==> src/rtl/rice_core_pkg.sv <==
// Shared types for the rice core front end: IF->ID result payload, PC and instruction words.
package rice_core_pkg;

   localparam int unsigned RICE_CORE_XLEN       = 32;
   localparam int unsigned RICE_CORE_INST_W     = 32;
   localparam int unsigned RICE_CORE_INST_BYTES = 4;

   typedef logic [RICE_CORE_XLEN-1:0]   rice_core_pc;
   typedef logic [RICE_CORE_INST_W-1:0] rice_core_inst;

   typedef struct packed {
      logic          valid;
      rice_core_pc   pc;
      rice_core_inst inst;
   } rice_core_if_result;

endpackage

==> src/rtl/rice_core_pipeline_if.sv <==
// IF/ID handshake bundle: ID drives stall/flush/redirect, IF drives the fetched instruction.
interface rice_core_pipeline_if;
   import rice_core_pkg::*;

   logic               stall;
   logic               flush;
   rice_core_pc        flush_pc;
   rice_core_if_result if_result;

   modport if_stage (input stall, flush, flush_pc, output if_result);
   modport id_stage (output stall, flush, flush_pc, input if_result);

endinterface

==> src/rtl/rice_core_fetch_fifo.sv <==
// Small power-of-two FIFO with synchronous clear; head shows the last popped entry while empty.
module rice_core_fetch_fifo #(
   parameter int unsigned WIDTH = 32,
   parameter int unsigned DEPTH = 2
) (
   input  logic                    clk,
   input  logic                    rst,
   input  logic                    push,
   input  logic                    pop,
   input  logic                    clear,
   input  logic [WIDTH-1:0]        push_data,
   output logic [WIDTH-1:0]        head,
   output logic [$clog2(DEPTH):0]  count
);
   localparam int unsigned PTR_W = $clog2(DEPTH);
   localparam int unsigned CNT_W = PTR_W + 1;

   logic [WIDTH-1:0] mem [DEPTH];
   logic [PTR_W-1:0] wr_ptr;
   logic [PTR_W-1:0] rd_ptr;

   // Clear rewinds the write side only, so the read side keeps pointing past the last popped word.
   always_ff @(posedge clk or posedge rst) begin
      if (rst) begin
         wr_ptr <= '0;
         rd_ptr <= '0;
         count  <= '0;
         for (int unsigned i = 0; i < DEPTH; i++) begin
            mem[i] <= '0;
         end
      end else if (clear) begin
         wr_ptr <= rd_ptr;
         count  <= '0;
      end else begin
         if (push) begin
            mem[wr_ptr] <= push_data;
            wr_ptr      <= wr_ptr + PTR_W'(1);
         end
         if (pop) begin
            rd_ptr <= rd_ptr + PTR_W'(1);
         end
         count <= count + CNT_W'(push) - CNT_W'(pop);
      end
   end

   assign head = (count == '0) ? mem[rd_ptr - PTR_W'(1)] : mem[rd_ptr];

endmodule

==> src/rtl/rice_core_fetch_unit.sv <==
// IF stage: credit-limited in-order fetch with PC/instruction buffers and stale-response discard.
// Optional perf counters (o_fetch_count, o_discard_count) when RICE_CORE_FETCH_PERF_COUNTER_EN is defined.
module rice_core_fetch_unit
   import rice_core_pkg::*;
#(
   parameter int unsigned     XLEN         = RICE_CORE_XLEN,
   parameter int unsigned     DEPTH        = 2,
   parameter logic [XLEN-1:0] RESET_VECTOR = '0
) (
   input  logic                        i_clk,
   input  logic                        i_rst,
   rice_core_pipeline_if.if_stage      pipeline_if,
   output logic                        o_inst_request_valid,
   input  logic                        i_inst_request_ready,
   output logic [XLEN-1:0]             o_inst_address,
   input  logic                        i_inst_response_valid,
   input  logic [RICE_CORE_INST_W-1:0] i_inst_response_data
`ifdef RICE_CORE_FETCH_PERF_COUNTER_EN
   ,
   output logic [31:0]                 o_fetch_count,
   output logic [31:0]                 o_discard_count
`endif
);
   localparam int unsigned CNT_W = $clog2(DEPTH) + 1;
   localparam int unsigned OCC_W = CNT_W + 1;

   logic [XLEN-1:0]             pc;
   logic [XLEN-1:0]             pc_head;
   logic [RICE_CORE_INST_W-1:0] inst_head;
   logic [CNT_W-1:0]            pc_count;
   logic [CNT_W-1:0]            inst_count;
   logic [CNT_W-1:0]            discard_count;
   logic [OCC_W-1:0]            occupancy;
   logic [OCC_W-1:0]            outstanding;
   logic                        credit;
   logic                        req_valid_c;
   logic                        accept;
   logic                        resp_drop;
   logic                        inst_push;
   logic                        pop;
   rice_core_if_result          if_result_c;

   // Outstanding = every request whose response has not yet come back, stale or live.
   always_comb begin
      occupancy   = OCC_W'(pc_count) + OCC_W'(discard_count);
      outstanding = OCC_W'(discard_count) + OCC_W'(pc_count) - OCC_W'(inst_count);
      credit      = occupancy < OCC_W'(DEPTH);
      req_valid_c = credit && !pipeline_if.flush && !i_rst;
      accept      = req_valid_c && i_inst_request_ready;
      resp_drop   = i_inst_response_valid && (pipeline_if.flush || discard_count != '0);
      inst_push   = i_inst_response_valid && !resp_drop;
      pop         = (inst_count != '0) && !pipeline_if.stall && !pipeline_if.flush;
   end

   always_comb begin
      if_result_c       = '0;
      if_result_c.valid = inst_count != '0;
      if_result_c.pc    = pc_head;
      if_result_c.inst  = inst_head;
   end

   assign pipeline_if.if_result = if_result_c;
   assign o_inst_request_valid  = req_valid_c;
   assign o_inst_address        = pc;

   // On redirect, all live in-flight requests become stale; a response landing now is already dropped.
   always_ff @(posedge i_clk or posedge i_rst) begin
      if (i_rst) begin
         pc            <= RESET_VECTOR;
         discard_count <= '0;
      end else if (pipeline_if.flush) begin
         pc            <= {pipeline_if.flush_pc[XLEN-1:2], 2'b00};
         discard_count <= CNT_W'(outstanding - OCC_W'(i_inst_response_valid));
      end else begin
         if (accept) begin
            pc <= pc + XLEN'(RICE_CORE_INST_BYTES);
         end
         if (i_inst_response_valid && discard_count != '0) begin
            discard_count <= discard_count - CNT_W'(1);
         end
      end
   end

   rice_core_fetch_fifo #(.WIDTH(XLEN), .DEPTH(DEPTH)) pc_fifo (
      .clk       (i_clk),
      .rst       (i_rst),
      .push      (accept),
      .pop       (pop),
      .clear     (pipeline_if.flush),
      .push_data (pc),
      .head      (pc_head),
      .count     (pc_count)
   );

   rice_core_fetch_fifo #(.WIDTH(RICE_CORE_INST_W), .DEPTH(DEPTH)) inst_fifo (
      .clk       (i_clk),
      .rst       (i_rst),
      .push      (inst_push),
      .pop       (pop),
      .clear     (pipeline_if.flush),
      .push_data (i_inst_response_data),
      .head      (inst_head),
      .count     (inst_count)
   );

`ifdef RICE_CORE_FETCH_PERF_COUNTER_EN
   always_ff @(posedge i_clk or posedge i_rst) begin
      if (i_rst) begin
         o_fetch_count   <= '0;
         o_discard_count <= '0;
      end else begin
         if (pop) begin
            o_fetch_count <= o_fetch_count + 32'd1;
         end
         if (resp_drop) begin
            o_discard_count <= o_discard_count + 32'd1;
         end
      end
   end
`endif

   no_orphan_response: assert property (@(posedge i_clk) disable iff (i_rst)
      i_inst_response_valid |-> (outstanding != '0));

endmodule

==> src/flat_wrapper.sv <==
// flat-port wrapper written by rule: the top's interface ports become plain ports
module rice_core_fetch_unit_flat import rice_core_pkg::*;
#(
   parameter int unsigned     XLEN         = RICE_CORE_XLEN,
   parameter int unsigned     DEPTH        = 2,
   parameter logic [XLEN-1:0] RESET_VECTOR = '0
)
  (i_clk, i_rst, o_inst_request_valid, i_inst_request_ready, o_inst_address, i_inst_response_valid, i_inst_response_data, pipeline_if_stall, pipeline_if_flush, pipeline_if_flush_pc, pipeline_if_if_result);
  rice_core_pipeline_if pipeline_if_i ();
  input  logic i_clk;
  input  logic i_rst;
  output logic o_inst_request_valid;
  input  logic i_inst_request_ready;
  output logic [XLEN-1:0] o_inst_address;
  input  logic i_inst_response_valid;
  input  logic [RICE_CORE_INST_W-1:0] i_inst_response_data;
  input wire logic [$bits(pipeline_if_i.stall)-1:0] pipeline_if_stall;
  input wire logic [$bits(pipeline_if_i.flush)-1:0] pipeline_if_flush;
  input wire logic [$bits(pipeline_if_i.flush_pc)-1:0] pipeline_if_flush_pc;
  output wire logic [$bits(pipeline_if_i.if_result)-1:0] pipeline_if_if_result;
  assign pipeline_if_i.stall = pipeline_if_stall;
  assign pipeline_if_i.flush = pipeline_if_flush;
  assign pipeline_if_i.flush_pc = pipeline_if_flush_pc;
  assign pipeline_if_if_result = pipeline_if_i.if_result;
  rice_core_fetch_unit #(.XLEN(XLEN), .DEPTH(DEPTH), .RESET_VECTOR(RESET_VECTOR)) u_core (.i_clk(i_clk), .i_rst(i_rst), .pipeline_if(pipeline_if_i), .o_inst_request_valid(o_inst_request_valid), .i_inst_request_ready(i_inst_request_ready), .o_inst_address(o_inst_address), .i_inst_response_valid(i_inst_response_valid), .i_inst_response_data(i_inst_response_data));
endmodule
==> config.mk <==
export PLATFORM = sky130hd
export DESIGN_NAME = rice_core_fetch_unit_flat
export DESIGN_NICKNAME = d
export VERILOG_FILES = /design/src/rtl/rice_core_pkg.sv /design/src/rtl/rice_core_pipeline_if.sv /design/src/rtl/rice_core_fetch_fifo.sv /design/src/rtl/rice_core_fetch_unit.sv /design/src/flat_wrapper.sv
export SDC_FILE = /design/constraint.sdc
export NUM_CORES = 1
export LEC_CHECK = 0
export ABC_AREA = 1
export BUFFER_PORTS_ARGS = -buffer_cell sky130_fd_sc_hd__buf_4
export CAP_MARGIN = 30
export CORE_ASPECT_RATIO = 1.1
export CORE_UTILIZATION = 45
export CTS_CLUSTER_SIZE = 40
export DETAILED_ROUTE_END_ITERATION = 8
export GPL_ROUTABILITY_DRIVEN = 0
export GPL_TIMING_DRIVEN = 0
export HOLD_SLACK_MARGIN = 0.15
export PLACE_DENSITY_LB_ADDON = 0.05
export SYNTH_ARGS = -nofsm -noshare
export SYNTH_HDL_FRONTEND = slang
export SYNTH_SLANG_ARGS = --single-unit
==> constraint.sdc <==
create_clock -name i_clk -period 5.6 [get_ports i_clk]
set_clock_uncertainty 0.15 [all_clocks]
set_input_delay 0.28 -clock i_clk [delete_from_list [all_inputs] [get_ports i_clk]]
set_output_delay 0.28 -clock i_clk [all_outputs]
set_load 0.01 [all_outputs]
==> results.txt <==
FF+latch count, synth = 164
crit path capture type = flop
Routed WL per cell = 15.03 um
Total Wirelength = 22910 um
power density over the cells = 498.3 nW/um2
chip width = 131.1 um
Max-Cap Viols = 0
Cell Chain, Critical Path = ha_1, fa_1, nor2_2, nand4_4, nand2_1, inv_1, nand2_1, o211ai_1, dlygate4sd3_1
Crit path arrival time = 3100 ps
setup slack after layout = 2660 ps
first-pass GRT wire length = 36960 um
setup TNS = 0 ps
I/O Pins = 168
fill count = 1665
WS Path Type = reg2reg
Die Y = 144.0 um
Slew Viols, Final = 0
Area contributors post-synth = dfrtp_1 50%, nand2_1 18%, o21ai_0 7.8%
syn_area_per_cell = 8.082 um2
Total Die Area = 18880 um2
hold path depth = 3
area delta synth->final = 34.30%
Slew @ Worst Pin = 659.9 ps
Commonest cells post-synth = 386 x nand2_1, 164 x dfrtp_1, 129 x o21ai_0
largest net degree at the start of global routing = 120
Yosys top cell area share = 49.73%
final critical-path share of the clock period = 52.50%
RSZ-0062 raised after global routing = no
CP bufs+invs = 2
worst slack at placement = 2950 ps
Sink Count = 164
vias in the first global route = 7256
Antenna Cells = 0
drt drc = 0
initial antenna violation count = 0
CP startpoint kind = flop
vias post-DR = 7367
post-synthesis cell count = 1021
share of cells above drive strength 1 = 21.93%
total CTS buffers = 17
design area = 11080 um2
Clock Tree Root = clkbuf_16
YS warnings = 0
final hold slack = 157.9 ps
vias per std cell = 4.834
Yosys top cell by area = dfrtp_1
count leader, synth = nand2_1
DP HPWL = 16280 um
antenna-violating nets left = 0
gr usage total = 25.38%
sequential fraction of the synthesis area = 49.73%
row count = 51
worst vdd ir = 0.2946 mV
leak pwr = 0.005662 uW
final setup fails = 0
Initial Util = 46.35%
drt first pass iters = 5
count of different cell masters after synthesis = 32
Max stage delay on crit path = 560 ps
clk slew on worst S/H paths = 60 ps
Main synth FF type = dfrtp_1
crit-path max FO = 9
Longest Clk Path Bufs = 2
CTS H-tree lvls = 4
Worst-Skew Late Latency = 430 ps
CTS tree = built
Area after DPL = 9804 um2
Crit path max-delay family = simple AND/OR/NAND/NOR gates
post-layout net count = 1352
WP data required = 5760 ps
slowest CP cell = dlygate4sd3_1
Max Freq = 340.1 MHz
Fin. Hold Viols = 0
grt ovf = 0
CP Depth = 9
Synth Cell Area = 8252 um2
CP dominant cell by count = nand2_1
Post-synth EDFFs = 0
status = complete, no violations
DRT iter0 DRCs = 368
min cycle time layout = 2940 ps
R2R cell count = 9
Setup Fix Bufs, Post-CTS = 0
Hold Path Class = in2reg
Placeable Area = 17800 um2
Slew headroom = 56.01%
IO Port Bufs = 161
async set or reset register ratio after synthesis = 100.0%
-- per-stage QoR --
step / power [uW] / utilization (%) / instances
after global routing: 5928 / 62.25 / 1524
final: 5522 / 62.25 / 1524
after global placement: 4279 / 54.87 / 1423
after detailed placement: 4320 / 55.07 / 1424
after floorplan: 3292 / - / 1024
after CTS: 5556 / 62.25 / 1524
-- placed cells by master, fill, tap and decap left out, drive strengths merged, types with 2 or more instances in the layout --
cell         instances
dfrtp              164
dlygate4sd3         68
clkinvlp             3
buf                186
mux2                32
ha                   7
nand3               24
o211ai               8
nand2              387
nand4                2
conb                 4
xnor2                5
clkinv               4
nor2                58
o21ai              159
inv                107
clkbuf              45
bufinv               2
fa                   2
o21bai               3
xor2                10
a21oi                2
-- cell type report --
| type | count | area [um2] | area share, % |
|---|---|---|---|
| plain buffers | 47 | 264.0 | 2.382 |
| clock buffers | 22 | 474.2 | 4.279 |
| clock inverters | 10 | 122.6 | 1.106 |
| inverters | 106 | 405.4 | 3.658 |
| multi-input cells | 707 | 3497 | 31.56 |
| flip-flops and latches | 164 | 4104 | 37.03 |
| well taps | 238 | 297.8 | 2.687 |
| repair buffers | 230 | 1917 | 17.30 |
-- worst min-delay path, stage by stage --
cell and delay (ps):
buf_4 120, nand4_4 160, o221ai_1 120
-- logic make-up (layout without fill, tap and decap cells) --
group / Yosys count / after routing / share of synthesized area (%)
adders and majority gates: 9 / 9 / 1.547
AOI/OAI and AO/OA: 173 / 173 / 12.24
buffers and inverters: 153 / 415 / 8.021
DFF: 164 / 164 / 49.73
other: 1 / 4 / 0.04545
and+or+nand+nor: 474 / 474 / 22.37
xor gates and xnor gates: 15 / 15 / 1.683
muxes: 32 / 32 / 4.367
-- where the power goes --
part,internal [uW],switching [uW]
combinational,1160,1270
sequential,1630,276
clock,695,491
-- what timing repair did --
action,in CTS,in global routing
hold endpoints to repair,144,0
hold buffers,68,0
resized for setup,0,0
-- final timing paths --
| kind | startpoint | endpoint | slack, ps |
|---|---|---|---|
| worst max-delay path | u_core.pc_fifo.count[0] | u_core.o_inst_address[6] | 2660 |
| worst min-delay path | i_inst_request_ready | u_core.o_inst_address[4] | 160 |
| min in group asynchronous | i_rst | u_core.discard_count[1] | 260 |
| worst min register to register | u_core.pc_fifo.rd_ptr | u_core.pc_fifo.rd_ptr | 320 |
| worst max register to register | u_core.pc_fifo.count[0] | u_core.o_inst_address[6] | 2660 |
| max in group asynchronous | i_rst | u_core.o_inst_address[21] | 4150 |
-- metal layers --
metal | vias up | part of all wire [%] | track usage, %
met1 | 3474 | 42 | 30.15
met2 | 156 | 51 | 45.44
li1 | 3709 | - | -
met3 | 28 | 5.1 | 6.274
met4 | 0 | 1.7 | 7.740
met5 | - | 0 | 0
-- state kept, by name, summed over array words and instances (netlist names) --
register                 flops
u_core.o_inst_address       30
u_core.inst_fifo.wr_ptr      1
u_core.pc_fifo.wr_ptr        1
u_core.inst_fifo.mem        64
u_core.pc_fifo.mem          60
u_core.inst_fifo.count       2
u_core.discard_count         2
u_core.pc_fifo.rd_ptr        1
u_core.pc_fifo.count         2
u_core.inst_fifo.rd_ptr      1
(Power assumes the default switching activity.)
